<file path="src/rtl/kj_ring_buffer.sv">
// kj_ring_buffer: K-in / J-out width-converting ring buffer.
// K elements are written per accepted write and J elements are read per
// accepted read. Internal pointers wrap modulo DEPTH, so DEPTH must be a
// power of two.
// Optional feature: define KJ_RING_BUFFER_ERR_FLAGS_EN to build the sticky
// overflow/underflow flags. Without the macro both outputs are tied low.
module kj_ring_buffer #(
  parameter int WIDTH    = 8,
  parameter int K        = 4,
  parameter int J        = 2,
  parameter int DEPTH    = 16,
  parameter int AF_LEVEL = 12,
  localparam int CW      = $clog2(DEPTH + 1),
  localparam int PW      = (DEPTH > 1) ? $clog2(DEPTH) : 1
) (
  input  logic                 clk,
  input  logic                 rst,
  input  logic                 w_en,
  input  logic [WIDTH*K-1:0]   par_in,
  input  logic                 r_en,
  output logic [WIDTH*J-1:0]   par_out,
  output logic                 valid,
  output logic                 ready,
  output logic                 avail,
  output logic                 full,
  output logic                 empty,
  output logic                 almost_full,
  output logic [CW-1:0]        count,
  output logic                 overflow,
  output logic                 underflow
);

  logic [WIDTH-1:0]   mem_r [DEPTH];
  logic [PW-1:0]      wr_ptr_r;
  logic [PW-1:0]      rd_ptr_r;
  logic [CW-1:0]      count_r;
  logic [WIDTH*J-1:0] par_out_r;
  logic               valid_r;

  logic [CW:0]        free_s;
  logic [CW:0]        cnt_ext_s;
  logic               ready_s;
  logic               avail_s;
  logic               wr_acc_s;
  logic               rd_acc_s;

  // Index of lane 'off' relative to a pointer, wrapped modulo DEPTH.
  function automatic logic [PW-1:0] wrap_idx_f(input logic [PW-1:0] base, input int off);
    wrap_idx_f = (base + PW'(off)) & PW'(DEPTH - 1);
  endfunction

  // Space/occupancy flags, accept strobes and next occupancy, all derived
  // from the registered count only (never from the request inputs).
  always_comb begin
    free_s    = (CW+1)'(DEPTH) - {1'b0, count_r};
    ready_s   = (free_s >= (CW+1)'(K));
    avail_s   = ({1'b0, count_r} >= (CW+1)'(J));
    wr_acc_s  = w_en & ready_s;
    rd_acc_s  = r_en & avail_s;
    cnt_ext_s = {1'b0, count_r}
              + (wr_acc_s ? (CW+1)'(K) : (CW+1)'(0))
              - (rd_acc_s ? (CW+1)'(J) : (CW+1)'(0));
  end

  // Storage write: K lanes land at consecutive wrapped addresses; never
  // cleared by reset, but a write coinciding with reset is dropped.
  always_ff @(posedge clk) begin
    if (rst && wr_acc_s) begin
      for (int i = 0; i < K; i++) begin
        mem_r[wrap_idx_f(wr_ptr_r, i)] <= par_in[i*WIDTH +: WIDTH];
      end
    end
  end

  // Pointers, occupancy and the registered read port.
  always_ff @(posedge clk) begin
    if (!rst) begin
      wr_ptr_r  <= {PW{1'b0}};
      rd_ptr_r  <= {PW{1'b0}};
      count_r   <= {CW{1'b0}};
      par_out_r <= {(WIDTH*J){1'b0}};
      valid_r   <= 1'b0;
    end else begin
      if (wr_acc_s) begin
        wr_ptr_r <= wrap_idx_f(wr_ptr_r, K);
      end else begin
        wr_ptr_r <= wr_ptr_r;
      end
      if (rd_acc_s) begin
        rd_ptr_r <= wrap_idx_f(rd_ptr_r, J);
        for (int j = 0; j < J; j++) begin
          par_out_r[j*WIDTH +: WIDTH] <= mem_r[wrap_idx_f(rd_ptr_r, j)];
        end
      end else begin
        rd_ptr_r  <= rd_ptr_r;
        par_out_r <= par_out_r;
      end
      valid_r <= rd_acc_s;
      // A negative intermediate cannot occur with gated accepts; if it ever
      // did, holding the count is safer than wrapping it.
      count_r <= cnt_ext_s[CW] ? count_r : cnt_ext_s[CW-1:0];
    end
  end

`ifdef KJ_RING_BUFFER_ERR_FLAGS_EN
  logic ovf_r;
  logic unf_r;

  // Sticky error flags: set on any rejected request, cleared only by reset.
  always_ff @(posedge clk) begin
    if (!rst) begin
      ovf_r <= 1'b0;
      unf_r <= 1'b0;
    end else begin
      if (w_en && !ready_s) begin
        ovf_r <= 1'b1;
      end else begin
        ovf_r <= ovf_r;
      end
      if (r_en && !avail_s) begin
        unf_r <= 1'b1;
      end else begin
        unf_r <= unf_r;
      end
    end
  end

  assign overflow  = ovf_r;
  assign underflow = unf_r;
`else
  assign overflow  = 1'b0;
  assign underflow = 1'b0;
`endif

  assign par_out     = par_out_r;
  assign valid       = valid_r;
  assign count       = count_r;
  assign ready       = ready_s;
  assign avail       = avail_s;
  assign full        = (count_r == CW'(DEPTH));
  assign empty       = (count_r == CW'(0));
  assign almost_full = (32'(count_r) >= $unsigned(AF_LEVEL));

endmodule

</file>
<file path="config.mk">
export PLATFORM = sky130hd
export DESIGN_NAME = kj_ring_buffer
export DESIGN_NICKNAME = d
export VERILOG_FILES = /design/src/rtl/kj_ring_buffer.sv
export SDC_FILE = /design/constraint.sdc
export NUM_CORES = 1
export LEC_CHECK = 0
export ABC_CLOCK_PERIOD_IN_PS = 4500
export CORE_MARGIN = 5
export CORE_UTILIZATION = 50
export DETAILED_ROUTE_END_ITERATION = 7
export HOLD_SLACK_MARGIN = 0.02
export PLACE_DENSITY = 0.7
export RECOVER_POWER = 100
export SETUP_SLACK_MARGIN = 0.5
export SLEW_MARGIN = 40
export SYNTH_ARGS = -nofsm -noshare
export SYNTH_HDL_FRONTEND = slang
export SYNTH_SLANG_ARGS = --single-unit
</file>
<file path="constraint.sdc">
create_clock -name clk -period 4.5 [get_ports clk]
set_clock_uncertainty 0.05 [all_clocks]
set_input_delay 0.675 -clock clk [delete_from_list [all_inputs] [get_ports clk]]
set_output_delay 0.675 -clock clk [all_outputs]
set_load 0.1 [all_outputs]
</file>
==> results of run 1 <==
-- placed cells by master (no fill, tap or decap), types with 2 or more instances in the layout --
cell type        synthesis  routed
edfxtp_1               128     128
clkbuf_1                 7      35
mux4_2                  32      32
dlygate4sd3_1            0      32
dfxtp_1                 26      25
mux2i_1                 21      21
o21ai_0                  7      19
ha_1                    18      18
clkbuf_16                0      17
inv_1                   14      14
a21oi_2                 12      12
nand2_1                 10      10
nand2b_1                 6       6
a21oi_1                  6       6
and3_1                   4       4
nand3_1                  4       4
buf_4                    4       4
xnor2_1                  3       3
conb_1                   1       3
bufinv_16                0       3
clkinv_2                 0       3
clkinv_1                 0       3
clkdlybuf4s50_1          0       3
nor3_1                   2       2
and2_0                   0       2
-- per-stage QoR --
stage	worst slack, ps	hold slack [ps]	total power [W]
final	929	470	0.00497
after global routing	667	475	0.00521
after CTS	1300	468	0.00506
after floorplan	598	419	0.00334
after global placement	1360	447	0.00372
after detailed placement	1300	463	0.00366
-- area by class of cell --
| cell class | count | share of cell area (%) |
|---|---|---|
| Tap cell | 168 | 2.84 |
| Inverter | 14 | 0.710 |
| Sequential cell | 154 | 59.0 |
| Clock buffer | 22 | 6.14 |
| Timing Repair Buffer | 70 | 6.71 |
| Clock inverter | 10 | 1.67 |
| Multi-Input combinational cell | 155 | 22.9 |
-- path summary, 6_finish.rpt --
path,from,endpoint,slack (ps),cells after the start
hold reg to reg,wr_ptr_r[3],wr_ptr_r[3],470,2
setup / recovery,count[3],mem_r[5][4],930,6
setup reg to reg,count[3],mem_r[5][4],930,6
hold / removal,wr_ptr_r[3],wr_ptr_r[3],470,2
-- registers in the layout (all words and copies together) (netlist names) --
name / count
mem_r: 128
wr_ptr_r: 2
par_out: 16
valid: 1
rd_ptr_r: 3
count: 4
-- worst min-delay path, delay by kind of cell, from the launching register on --
kind             cells  cell delay (ps)
flip-flops           1              350
AND/OR/NAND/NOR      1               70
AO/OA/AOI/OAI        1               60
-- layer usage --
layer  up-vias  wire length [um]
met5         -                 0
met3        13               552
met2        79              5820
li1       1470                 -
met1      1576              4560
met4         0               168
-- cell families (layout without fill, tap and decap cells) --
family | count (synthesis) | in the layout
and+or+nand+nor | 33 | 33
other | 1 | 3
buffers and inverters | 33 | 116
xor gates and xnor gates | 4 | 4
AOI/OAI and AO/OA | 43 | 43
DFF | 154 | 154
muxes | 53 | 53
adders and majority gates | 19 | 19
-- cells in the mapped netlist (2+ instances only) --
cell,instances
inv_1,14
nor3_1,2
xnor2_1,3
edfxtp_1,128
ha_1,18
nand2_1,10
buf_2,4
dfxtp_1,26
mux2i_1,21
nand2b_1,6
clkbuf_1,7
o21ai_1,12
and3_1,4
and2_1,3
nand3_1,4
o21ai_0,7
buf_6,2
mux4_2,32
buf_1,2
a21oi_2,12
buf_4,4
a21oi_1,6
-- power breakdown --
group	switching, W	leakage, nW	internal (W)
clock	0.000505	0.280	0.000877
sequential	0.000154	1.37	0.00177
combinational	0.00117	0.782	0.000492
total	0.00183	2.44	0.00314
==> impl_metrics.ini, run 1 <==
[status]
status = finished with violations
violations = max-capacitance violations, max-slew violations

[clock_tree]
clk_pin_slew_ps = 60
cts_root_buffer = clkbuf_16
ctsResizeCount = 0
tritoncts = yes
cts_setup_buffers = 0
clock-sinks = 154
htree_num_levels = 4
cts_inserted_buffers = 17
clock_path_buffers = 2
clock_latency_ps = 420
hold_buffers = 0

[synthesis]
ys_warn_count = 0
syn_avg_cell_area_um2 = 18.3
synthAdderAreaFrac_pct = 3.95
synth.top_cell.area_share_pct = 61.9
synthMuxAreaShare_pct = 15.0
synth_cell_types = 35
synth_xor_xnor_area_share_pct = 0.564
postSynth.asyncResetShare_pct = 0
synth_cells = 340
synth_top_cell_by_area = edfxtp_1
synth_compound_area_share_pct = 4.73
synth_seq_cells = 154
synth_top_family_by_area = multiplexers
synth_area_leaders = edfxtp_1 (62%), mux4_2 (12%), dfxtp_1 (8.4%)
synth_edf_count = 128
netlist_area_mm2 = 0.00621
yosys.area_share.simple_pct = 2.88
ys_seq_area_share_pct = 70.3
synth-main-ff-cell = edfxtp_1

[setup_path]
crit_buf_inv = 2
end_kind = flip-flop
critPathLaunchType = flip-flop
cp_top_family = buffers and inverters
crit_slowest_cell = clkbuf_1
crit_chain = inv_1 > ha_1 > a21boi_0 > o31a_1 > and3_1 > clkbuf_1
cp_max_fo = 32
worst-endpoint-arrival_ps = 3520
required_ps = 4450
cp_slowest_stage_delay_ps = 1460
path_class = flip-flop to flip-flop

[sta]
finalCritPeriodShare_pct = 79.4
clock.fmax_ghz = 0.280
tightestPinTransition_ps = 2050
finalSetupViolCount = 0
rsz0062_at_grt = no
fin_setup_tns_ps = 0
period_needed_ps = 3570
slew_headroom_pct = -36.6
hold_viol_final = 0
drv_slew = 169

[global_route]
grt_pass1_vias = 3312
grt.busiest_layer = met2
track_usage_pct = 16.4
grt_use_met2_pct = 27.7
use_met1_pct = 19.4
grt_pass1_wl_mm = 17.7
antenna_found_initial = 0
overflow = 0
grt_max_degree = 37
met3_usage_pct = 5.31

[placed_design]
placed_area_mm2 = 0.00687
finalWeightedCongestion = 0.719
dpl.cell_count = 561
hpwl_mm = 6.70
io_buffers = 61

[floorplan]
core-area_mm2 = 0.0121
row_count = 40
die-area_mm2 = 0.0148
fp.dieW_um = 121
die_y_um = 121
start_util_pct = 51.3
pin_count = 65

[route]
route.vias.total = 3138
wirelength_mm = 11.1
vias_per_cell = 5.29
postRouteAntennaNets = 0
drc = 0
drt-pass1-iter-count = 4
first_iter_violations = 210
wl_per_cell_um = 18.7

[finish]
insertedDiodeCount = 0
ff_latch_area_mm2 = 0.00437
nNetsFinal = 467
syn_to_final_growth_pct = 19.2
multiInputGateArea_mm2 = 0.00170
fillers = 947
post-route-util_pct = 61.1
instances_no_fill = 593
drive_gt1_share_pct = 17.9
fin_area_mm2 = 0.00740

[run]
drv_cap = 5

[min_path]
hold_class = flip-flop to flip-flop

[pwr]
powerDensity_mw_per_mm2 = 671
max-vdd-ir-drop_uv = 348
p_leak_nw = 2.44
No activity file was read; power rests on OpenSTA's default activity.
==> run 2, diff against run 1 <==
--- a/config.mk
+++ b/config.mk
@@ -5,7 +5,7 @@
 export SDC_FILE = /design/constraint.sdc
 export NUM_CORES = 1
 export LEC_CHECK = 0
-export ABC_CLOCK_PERIOD_IN_PS = 4500
+export ABC_CLOCK_PERIOD_IN_PS = 3510
 export CORE_MARGIN = 5
 export CORE_UTILIZATION = 50
 export DETAILED_ROUTE_END_ITERATION = 7
==> constraint.sdc (replaced) <==
create_clock -name clk -period 3.51 [get_ports clk]
set_clock_uncertainty 0.05 [all_clocks]
set_input_delay 0.5265 -clock clk [delete_from_list [all_inputs] [get_ports clk]]
set_output_delay 0.5265 -clock clk [all_outputs]
set_load 0.1 [all_outputs]
==> impl_metrics.ini, run 2 (synthesis results as in run 1) <==
[status]
status = completed

[setup_path]
required_ps = 2930
worst-endpoint-arrival_ps = 2440
end_kind = primary output
cp_max_fo = 10
critPathLaunchType = flip-flop
path_class = flip-flop to primary output

[clock_tree]
cts_root_buffer = clkbuf_16
hold_buffers = 0
cts_inserted_buffers = 17
clock_latency_ps = 420
clock-sinks = 154
clk_pin_slew_ps = 60
clock_path_buffers = 2
htree_num_levels = 4
tritoncts = yes

[finish]
regMostFlops = mem_r
multiInputGateArea_mm2 = 0.00171
fillers = 932
insertedDiodeCount = 0
drive_gt1_share_pct = 22.5
syn_to_final_growth_pct = 21.3
instances_no_fill = 599
mostFrequentLayoutCells = edfxtp_1 (128), mux4_2 (32), dlygate4sd3_1 (32), clkbuf_1 (30), dfxtp_1 (22)
largest_register_ffs = 128
fin_area_mm2 = 0.00754
nNetsFinal = 473
ff_latch_area_mm2 = 0.00438
final_common_cell = edfxtp_1

[placed_design]
dpl.cell_count = 566
hpwl_mm = 7.24
placed_area_mm2 = 0.00699
finalWeightedCongestion = 0.761
io_buffers = 61

[route]
first_iter_violations = 154
drt-pass1-iter-count = 4
drc = 0
route.vias.total = 3164
wl_per_cell_um = 18.5
postRouteAntennaNets = 0
vias_per_cell = 5.28
wirelength_mm = 11.1

[sta]
fin_setup_tns_ps = 0
slew_headroom_pct = 20.6
period_needed_ps = 3010
finalSetupViolCount = 0
clock.fmax_ghz = 0.332
drv_slew = 0
rsz0062_at_grt = no
finalCritPeriodShare_pct = 85.8
hold_viol_final = 0
worst_hold_slack_ps = 465
tightestPinTransition_ps = 1200

[floorplan]
pin_count = 65
die-area_mm2 = 0.0148
start_util_pct = 51.3
core-area_mm2 = 0.0121
die_y_um = 121
fp.dieW_um = 121
row_count = 40

[global_route]
overflow = 0
track_usage_pct = 16.6
grt_max_degree = 37
antenna_found_initial = 0
grt_pass1_vias = 3332
grt_pass1_wl_mm = 17.9

[pwr]
p_leak_nw = 2.50
max-vdd-ir-drop_uv = 471
p_total_w = 0.00655
powerDensity_mw_per_mm2 = 869

[min_path]
hold_class = flip-flop to flip-flop

[run]
drv_cap = 0
## run 2: cell types whose count changed in the layout (fill, tap and decap cells not counted), moves of 2 or more
cell / delta
buf_4: +5
clkinv_1: -3
clkbuf_2: +3
inv_1: -2
dfxtp_1: -3
clkbuf_1: -5
dfxtp_4: +2
clkinvlp_4: +3
## run 2: critical path, cell delays in order, from the launching register on
cell      delay [ps]
dfxtp_1          420
or4b_1           600
nand3_1          120
clkbuf_1         870
## run 2: layout make-up
cell class / instances / area share [%]
clock buffers: 21 / 6.11
clock inverters: 11 / 2.24
inverters: 14 / 0.731
multi-input cells: 155 / 22.6
flip-flops and latches: 154 / 58.1
well taps: 168 / 2.79
repair buffers: 76 / 7.40
## run 2: worst paths after layout
check	slack (ps)	startpoint	depth (start not counted)	end
hold reg to reg	470	count[1]	2	count[1]
setup / recovery	500	count[4]	3	avail
hold / removal	470	count[1]	2	count[1]
setup reg to reg	520	count[4]	10	count[2]
## run 2: routing by layer
metal / track usage, % / wire length (um)
met5: 0 / 0
met4: 7.07 / 74
met3: 5.13 / 635
met2: 26.5 / 5670
met1: 21.1 / 4690
## run 2: metrics by stage
| stage | setup slack, ps | utilization [%] |
|---|---|---|
| after global placement | 661 | 58.6 |
| after global routing | 279 | 62.2 |
| after detailed placement | 570 | 57.7 |
| after floorplan | 446 | - |
| final | 498 | 62.2 |
| after CTS | 544 | 62.9 |
## run 2: repair_timing
| action | 4_1_cts | 5_1_grt |
|---|---|---|
| cloned | 0 | 0 |
| gates resized for setup | 1 | 0 |
| pin swaps | 0 | 1 |
| hold endpoints to repair | 0 | 0 |
| buffers inserted | 0 | 1 |
| setup endpoints to repair | 1 | 4 |
## run 2: where the power goes
part           internal, W  switching [W]  total, W
Combinational     0.000676        0.00153   0.00221
Sequential         0.00226       0.000180   0.00244
Clock              0.00122       0.000676   0.00190
Total              0.00416        0.00238   0.00655
==> run 3, diff against run 2 <==
==> constraint.sdc (replaced) <==
create_clock -name clk -period 3.51 [get_ports clk]
set_clock_uncertainty 0.05 [all_clocks]
set_input_delay 0.5265 -clock clk [delete_from_list [all_inputs] [get_ports clk]]
set_output_delay 0.5265 -clock clk [all_outputs]
set_load 0.02 [all_outputs]
==> impl_metrics.ini, run 3 (synthesis results as in run 1) <==
[status]
status = completed

[floorplan]
die_y_um = 121
start_util_pct = 51.3
core-area_mm2 = 0.0121
row_count = 40
pin_count = 65
fp.dieW_um = 121
die-area_mm2 = 0.0148

[finish]
post-route-util_pct = 62.4
fillers = 905
multiInputGateArea_mm2 = 0.00170
syn_to_final_growth_pct = 21.7
final_common_cell = edfxtp_1
largest_register_ffs = 128
instances_no_fill = 595
mostFrequentLayoutCells = edfxtp_1 (128), dlygate4sd3_1 (57), mux4_2 (32), dfxtp_1 (22), mux2i_1 (21)
insertedDiodeCount = 0
nNetsFinal = 469
regMostFlops = mem_r
ff_latch_area_mm2 = 0.00437
drive_gt1_share_pct = 21.1

[setup_path]
rr_endpoint = count[3]
worst-endpoint-arrival_ps = 3300
path_class = flip-flop to flip-flop
critPathLaunchType = flip-flop
cp_max_fo = 10
r2r_start = count[4]
required_ps = 3790
regToRegSetupSlack_ps = 490
end_kind = flip-flop
r2r_cells = 11

[pwr]
combPwrFrac_pct = 28.3
p_seq_share_pct = 43.0
p_clk_share_pct = 28.7
p_int_w = 0.00400
p_sw_w = 0.00162
swShare_pct = 28.8
powerDensity_mw_per_mm2 = 744
max-vdd-ir-drop_uv = 390
p_leak_nw = 2.57

[global_route]
grt_pass1_wl_mm = 17.4
antenna_found_initial = 0
grt_pass1_vias = 3311
track_usage_pct = 16.0
overflow = 0
grt_max_degree = 37

[sta]
slew_headroom_pct = 35.9
tightestPinTransition_ps = 962
clock.fmax_ghz = 0.331
rsz0062_at_grt = no
finalSetupViolCount = 0
hold_viol_final = 0
period_needed_ps = 3020
fin_setup_tns_ps = 0
drv_slew = 0
setup_slack_ps = 489
finalCritPeriodShare_pct = 86.1

[min_path]
hold_class = flip-flop to flip-flop
hold_start = count[1]
holdPathStages = 2
min_to = count[1]

[route]
drt-met1-wl_mm = 4.54
route.vias.total = 3148
drc = 0
vias_per_cell = 5.29
wl_met3_um = 643
route.met2.wl_mm = 5.56
wirelength_mm = 10.9
routed.top_layer = met4
wl_per_cell_um = 18.3
first_iter_violations = 225
drt-pass1-iter-count = 4
postRouteAntennaNets = 0

[placed_design]
finalWeightedCongestion = 0.833
place_ws_ps = 545
hpwl_mm = 6.62
io_buffers = 61
dpl.cell_count = 562

[clock_tree]
clock-sinks = 154
tritoncts = yes
clock_latency_ps = 410
clk_pin_slew_ps = 60
cts_root_buffer = clkbuf_16
clock_path_buffers = 2
cts_inserted_buffers = 17
htree_num_levels = 4
hold_buffers = 0

[run]
drv_cap = 0
==> run 3: cell count changes in the layout (fill, tap and decap cells not counted), sizes merged <==
cell,delta
dlygate4sd3,+25
buf,-6
bufinv,-4
clkbuf,-21
clkinv,+4
clkdlybuf4s50,+1
clkinvlp,-3
==> run 3: power groups by stage <==
| stage | registers (W) | logic, W | clock network, W |
|---|---|---|---|
| 6_report | 0.00242 | 0.00159 | 0.00162 |
| 5_1_grt | 0.00245 | 0.00174 | 0.00175 |
| 4_1_cts | 0.00243 | 0.00170 | 0.00166 |
| 3_5_place_dp | 0.00246 | 0.00169 | 0 |
| 3_3_place_gp | 0.00245 | 0.00166 | 0 |
| 2_1_floorplan | 0.00249 | 0.00114 | 0 |
==> run 3: cell type report <==
class,instances,area share [%]
tap,168,2.78
inverter,14,0.695
clock inverter,8,0.579
timing repair buffer,72,9.06
multi-input combinational,155,22.5
clock buffer,24,6.51
sequential,154,57.9
==> run 3: metal layers <==
layer  GRT usage, %  vias to the layer above
met5              0                        -
li1               -                     1473
met4           6.86                        0
met2           26.8                       90
met3           4.43                       13
met1           19.5                     1572
==> run 3: worst max-delay path, cell delays in order, from the launching register on <==
cell	delay (ps)
dfxtp_1	540
inv_1	190
ha_1	310
nand2b_1	60
o31a_1	260
inv_1	60
ha_1	250
fa_1	430
nand2b_4	170
a2bb2oi_2	140
xnor2_1	240
mux2i_1	240
==> run 3: how the worst max path moves through the flow <==
stage                   from        to  slack (ps)  depth (start not counted)
detailed placement      w_en  count[4]         540                          9
global placement        w_en  count[2]         650                          9
global route        count[4]  count[1]         280                         11
floorplan           count[2]  count[3]         540                         11
finish              count[4]  count[3]         490                         11
CTS                 count[2]  count[4]         540                         11
==> run 3: what timing repair did <==
action / 4_1_cts / 5_1_grt
resized for setup: 0 / 1
setup buffers: 0 / 1
endpoints found under the setup margin: 0 / 4
==> run 3: stage by stage <==
| step | hold WS (ps) | cell area (um^2) | total power (W) |
|---|---|---|---|
| 2_1_floorplan | 419 | 6260 | 0.00363 |
| 3_3_place_gp | 441 | 7060 | 0.00412 |
| 3_5_place_dp | 453 | 7060 | 0.00416 |
| 4_1_cts | 462 | 7600 | 0.00579 |
| 5_1_grt | 490 | 7560 | 0.00594 |
| 6_report | 457 | 7560 | 0.00562 |
